[src/rtl/acc_mem_order_ctrl_pkg.sv]
// Shared types for the accelerator memory-ordering controller.
package acc_mem_order_ctrl_pkg;

    typedef enum logic [1:0] {
        ACC_ORD_IDLE  = 2'd0,
        ACC_ORD_DRAIN = 2'd1,
        ACC_ORD_DONE  = 2'd2
    } acc_ord_state_e;

endpackage

[src/rtl/acc_outstanding_cnt.sv]
// Saturating up/down counter of in-flight accelerator memory operations with a sticky protocol error.
module acc_outstanding_cnt #(
    parameter int unsigned MAX_CNT = 4,
    parameter int unsigned CNT_W   = $clog2(MAX_CNT + 1)
) (
    input  logic             clk_i,
    input  logic             rst_ni,
    input  logic             disp_i,
    input  logic             complete_i,
    output logic [CNT_W-1:0] cnt_o,
    output logic             err_o
);

    localparam logic [CNT_W-1:0] CntMax = CNT_W'(MAX_CNT);

    logic [CNT_W-1:0] cnt_d, cnt_q;
    logic             err_d, err_q;

    // Overflow and underflow both hold the count and flag the error.
    always_comb begin
        cnt_d = cnt_q;
        err_d = err_q;
        if (disp_i && !complete_i) begin
            if (cnt_q == CntMax) err_d = 1'b1;
            else                 cnt_d = cnt_q + CNT_W'(1);
        end else if (!disp_i && complete_i) begin
            if (cnt_q == '0) err_d = 1'b1;
            else             cnt_d = cnt_q - CNT_W'(1);
        end
    end

    always_ff @(posedge clk_i or negedge rst_ni) begin
        if (!rst_ni) begin
            cnt_q <= '0;
            err_q <= 1'b0;
        end else begin
            cnt_q <= cnt_d;
            err_q <= err_d;
        end
    end

    assign cnt_o = cnt_q;
    assign err_o = err_q;

endmodule

[src/rtl/acc_mem_order_ctrl.sv]
// Issue-side memory-ordering stall for accelerator loads/stores, with fence drain FSM.
//   state | meaning
//   IDLE  | no fence in progress; ordering and capacity stalls only
//   DRAIN | fence waiting for all accelerator memory ops to complete; stall everything
//   DONE  | drain finished; fence issues this cycle, then back to IDLE
module acc_mem_order_ctrl
    import acc_mem_order_ctrl_pkg::*;
#(
    parameter int unsigned NR_OUTSTANDING = 4,
    parameter int unsigned CNT_W          = $clog2(NR_OUTSTANDING + 1)
) (
    input  logic             clk_i,
    input  logic             rst_ni,
    input  logic             flush_i,
    input  logic             acc_cons_en_i,
    input  logic             acc_ld_disp_i,
    input  logic             acc_st_disp_i,
    input  logic             acc_ld_complete_i,
    input  logic             acc_st_complete_i,
    input  logic             issue_valid_i,
    input  logic             issue_is_ld_i,
    input  logic             issue_is_st_i,
    input  logic             issue_is_acc_i,
    input  logic             issue_is_fence_i,
    output logic             stall_o,
    output logic [CNT_W-1:0] acc_ld_cnt_o,
    output logic [CNT_W-1:0] acc_st_cnt_o,
    output logic             drain_o,
    output logic             err_o
);

    localparam logic [CNT_W-1:0] CntMax = CNT_W'(NR_OUTSTANDING);

    logic [CNT_W-1:0] ld_cnt, st_cnt;
    logic             ld_err, st_err;
    logic             ld_pend, st_pend, any_pend, fence_v;
    logic             order_stall, cap_stall, fence_stall;
    acc_ord_state_e   state_d, state_q;
    logic             drain_d, drain_q;

    acc_outstanding_cnt #(.MAX_CNT(NR_OUTSTANDING), .CNT_W(CNT_W)) u_ld_cnt (
        .clk_i      (clk_i),
        .rst_ni     (rst_ni),
        .disp_i     (acc_ld_disp_i),
        .complete_i (acc_ld_complete_i),
        .cnt_o      (ld_cnt),
        .err_o      (ld_err)
    );

    acc_outstanding_cnt #(.MAX_CNT(NR_OUTSTANDING), .CNT_W(CNT_W)) u_st_cnt (
        .clk_i      (clk_i),
        .rst_ni     (rst_ni),
        .disp_i     (acc_st_disp_i),
        .complete_i (acc_st_complete_i),
        .cnt_o      (st_cnt),
        .err_o      (st_err)
    );

    // Pending includes a dispatch in this very cycle; completes never feed the stall.
    always_comb begin
        ld_pend     = (ld_cnt != '0) | acc_ld_disp_i;
        st_pend     = (st_cnt != '0) | acc_st_disp_i;
        any_pend    = ld_pend | st_pend;
        fence_v     = issue_valid_i & issue_is_fence_i;
        order_stall = issue_valid_i & acc_cons_en_i &
                      ((issue_is_ld_i & st_pend) | (issue_is_st_i & any_pend));
        cap_stall   = issue_valid_i & issue_is_acc_i & ((ld_cnt == CntMax) | (st_cnt == CntMax));
        fence_stall = (state_q == ACC_ORD_IDLE) & fence_v & any_pend;
        stall_o     = ~flush_i & ((state_q == ACC_ORD_DRAIN) | order_stall | cap_stall | fence_stall);
    end

    always_comb begin
        state_d = state_q;
        unique case (state_q)
            ACC_ORD_IDLE:  if (fence_v && any_pend) state_d = ACC_ORD_DRAIN;
            ACC_ORD_DRAIN: if (ld_cnt == '0 && st_cnt == '0 && !acc_ld_disp_i && !acc_st_disp_i)
                               state_d = ACC_ORD_DONE;
            ACC_ORD_DONE:  state_d = ACC_ORD_IDLE;
            default:       state_d = ACC_ORD_IDLE;
        endcase
        if (flush_i) state_d = ACC_ORD_IDLE;
        drain_d = (state_d == ACC_ORD_DRAIN);
    end

    always_ff @(posedge clk_i or negedge rst_ni) begin
        if (!rst_ni) begin
            state_q <= ACC_ORD_IDLE;
            drain_q <= 1'b0;
        end else begin
            state_q <= state_d;
            drain_q <= drain_d;
        end
    end

    assign acc_ld_cnt_o = ld_cnt;
    assign acc_st_cnt_o = st_cnt;
    assign drain_o      = drain_q;
    assign err_o        = ld_err | st_err;

endmodule
[config.mk]
export PLATFORM = sky130hd
export DESIGN_NAME = acc_mem_order_ctrl
export DESIGN_NICKNAME = d
export VERILOG_FILES = /design/src/rtl/acc_mem_order_ctrl_pkg.sv /design/src/rtl/acc_outstanding_cnt.sv /design/src/rtl/acc_mem_order_ctrl.sv
export SDC_FILE = /design/constraint.sdc
export NUM_CORES = 1
export LEC_CHECK = 0
export ABC_AREA = 1
export CAP_MARGIN = 20
export CORE_ASPECT_RATIO = 1.5
export CORE_MARGIN = 1.5
export CORE_UTILIZATION = 30
export DETAILED_ROUTE_END_ITERATION = 8
export PLACE_DENSITY = 0.66
export SKIP_CTS_REPAIR_TIMING = 1
export SLEW_MARGIN = 0
export SYNTH_ARGS = -nofsm -noshare
export SYNTH_HDL_FRONTEND = slang
export SYNTH_SLANG_ARGS = --single-unit
[constraint.sdc]
create_clock -name clk_i -period 1.9 [get_ports clk_i]
set_input_delay 0.285 -clock clk_i [delete_from_list [all_inputs] [get_ports clk_i]]
set_output_delay 0.285 -clock clk_i [all_outputs]
set_load 0.1 [all_outputs]
==> impl_metrics.json <==
{
  "synth_area_per_cell_um2": 7.90,
  "fill_cells": 194,
  "crit_path_end_kind": "output pin",
  "cts_inserted_buffers": 3,
  "grt_pass1_vias": 570,
  "ant_nets": 0,
  "yosysUniqueCellTypes": 17,
  "final_cells": 135,
  "powerDensity_mw_per_mm2": 1780,
  "fin_worst_skew_ps": 1.90,
  "die_y_um": 59.9,
  "hpwlAfterDp_um": 1130,
  "worstSetupStartpointType": "register",
  "setup_viol": 0,
  "p_leak_nw": 0.509,
  "portBuffers": 21,
  "cp.required_ps": 1620,
  "period_needed_ps": 1850,
  "syn-num-nets": 99,
  "coreArea_mm2": 0.00203,
  "yosysSeqAreaShare_pct": 42.5,
  "fmax_mhz": 540,
  "drv_cap": 0,
  "cts.clk_slew.worst_paths_ps": 70,
  "rows": 20,
  "layout.cells.most_common": "nand2_1",
  "grt_usage_pct": 13.7,
  "critical_path_class": "reg -> out",
  "max_slew_margin_pct": 64.1,
  "overflow": 0,
  "antenna_found_initial": 0,
  "postPlaceCellArea_um2": 942,
  "drc": 0,
  "cts_buffer_depth": 2,
  "syn_to_final_growth_pct": 59.1,
  "slew_violations": 0,
  "vdd_drop_max_uv": 1030,
  "mostFrequentLayoutCells": "24 x nand2_1, 13 x inv_1, 12 x clkdlybuf4s50_1",
  "vias": 613,
  "cts.sinks": 11,
  "syn-cell-area_um2": 648,
  "io_pins": 22,
  "cts_htree_levels": 1,
  "worstPathMaxFanout": 4,
  "first_iter_violations": 4,
  "routabilityCongestion": 0.760,
  "stdcell_area_mm2": 0.00103,
  "cts-root-buf": "clkbuf_4",
  "wl_per_cell_um": 10.6,
  "drive_gt1_share_pct": 30.1,
  "routed_wl_um": 1430,
  "cts_tree": "yes",
  "first_pass_iters": 4,
  "status": "complete, no violations",
  "min_path_type": "in -> async",
  "grt_setup_unrepaired": "yes",
  "fin_crit_sh_pct": 97.4,
  "initial_core_util_pct": 32.0,
  "antenna_cells": 0,
  "dp_cells": 125,
  "insertion_delay_ps": 260,
  "grt_max_degree": 12,
  "final_net_count": 131,
  "fin_util_pct": 50.9,
  "dieArea_mm2": 0.00245,
  "die_w_um": 41.0,
  "routed_via_density": 4.54,
  "finalHoldViolCount": 0,
  "synth_seq_cells": 11,
  "cp.arrival_ps": 1570,
  "grt_pass1_wl_um": 2240,
  "syn-instance-count": 82,
  "yosys_warnings": 0,
  "tightest_slew_ps": 537
}
worst max-delay path, cell delays in order (launching register included):
cell	delay, ps
dfrtp_4	510
nor2_4	150
nand2_2	80
a21oi_2	110
nand3_1	100
nand2_2	90
clkinvlp_4	90
buf_12	170
power breakdown:
group | switching (W) | total, W | internal [W]
sequential | 0.0000989 | 0.000437 | 0.000338
combinational | 0.000801 | 0.00124 | 0.000443
clock | 0.0000763 | 0.000157 | 0.0000812
cell families (layout without fill, tap and decap cells):
group	Yosys count	in the layout	synth area share [%]
xor gates and xnor gates	6	6	8.11
and+or+nand+nor	41	41	26.8
buffers and inverters	15	46	8.69
AOI/OAI and AO/OA	5	5	3.86
adders and majority gates	4	4	10.0
DFF	11	11	42.5
registers in the layout, indices dropped and copies added (netlist names):
register / cells
drain_o: 1
state_q: 2
u_ld_cnt.cnt_o: 3
u_ld_cnt.err_o: 1
u_st_cnt.cnt_o: 3
u_st_cnt.err_o: 1
final cells by class:
cell class | count | area [um2] | area share (%)
Sequential cell | 11 | 293 | 28.4
Multi-Input combinational cell | 56 | 342 | 33.1
Tap cell | 22 | 27.5 | 2.67
Inverter | 15 | 60.1 | 5.83
Timing Repair Buffer | 27 | 283 | 27.4
Clock buffer | 4 | 26.3 | 2.55
layer usage:
layer / GRT usage [%] / part of all wire, % / wire (um)
met1: 14.7 / 38 / 547
met2: 23.2 / 56 / 805
met3: 3.35 / 5.2 / 75
met4: 7.14 / 0.35 / 5
met5: 0 / 0 / 0
stage by stage:
step	setup WS, ps	total power [W]	hold WS (ps)	setup TNS (ps)
finish	49.7	0.00184	368	0
global route	-32.9	0.00196	406	-32.9
CTS	-81.8	0.00173	378	-81.8
detailed placement	17.8	0.00156	455	0
global placement	64.9	0.00155	447	0
floorplan	2.61	0.00124	-10.6	0
path summary, 6_finish.rpt:
| check | from | endpoint | slack [ps] | cells after the start |
|---|---|---|---|---|
| max | u_st_cnt.cnt_o[1]$_DFFE_PN0P_ | stall_o | 50 | 7 |
| min | rst_ni | u_st_cnt.err_o$_DFFE_PN0P_ | 370 | 1 |
| max reg2reg | u_st_cnt.cnt_o[0]$_DFFE_PN0P_ | u_st_cnt.cnt_o[2]$_DFFE_PN0P_ | 440 | 5 |
| min reg2reg | u_ld_cnt.err_o$_DFFE_PN0P_ | u_ld_cnt.err_o$_DFFE_PN0P_ | 470 | 2 |
| max in group asynchronous | rst_ni | u_ld_cnt.cnt_o[1]$_DFFE_PN0P_ | 1130 | 1 |
| min in group clk_i | u_ld_cnt.err_o$_DFFE_PN0P_ | u_ld_cnt.err_o$_DFFE_PN0P_ | 470 | 2 |
Yosys cell counts:
cell     count  area [um2]
and3_1       2        12.5
xor2_1       2        17.5
nor4_1       1        6.26
inv_1       14        52.6
nand2_2      2        12.5
nor2_1       6        22.5
nand2_1     26        97.6
nor2_2       1        6.26
xnor2_1      4        35.0
dfrtp_1     11         275
inv_2        1        3.75
ha_1         2        25.0
fa_1         2        40.0
nand3_1      2        10.0
a21oi_1      1        5.00
nand4_1      1        6.26
o21ai_0      4        20.0
Power figures use the tool's default switching activity.
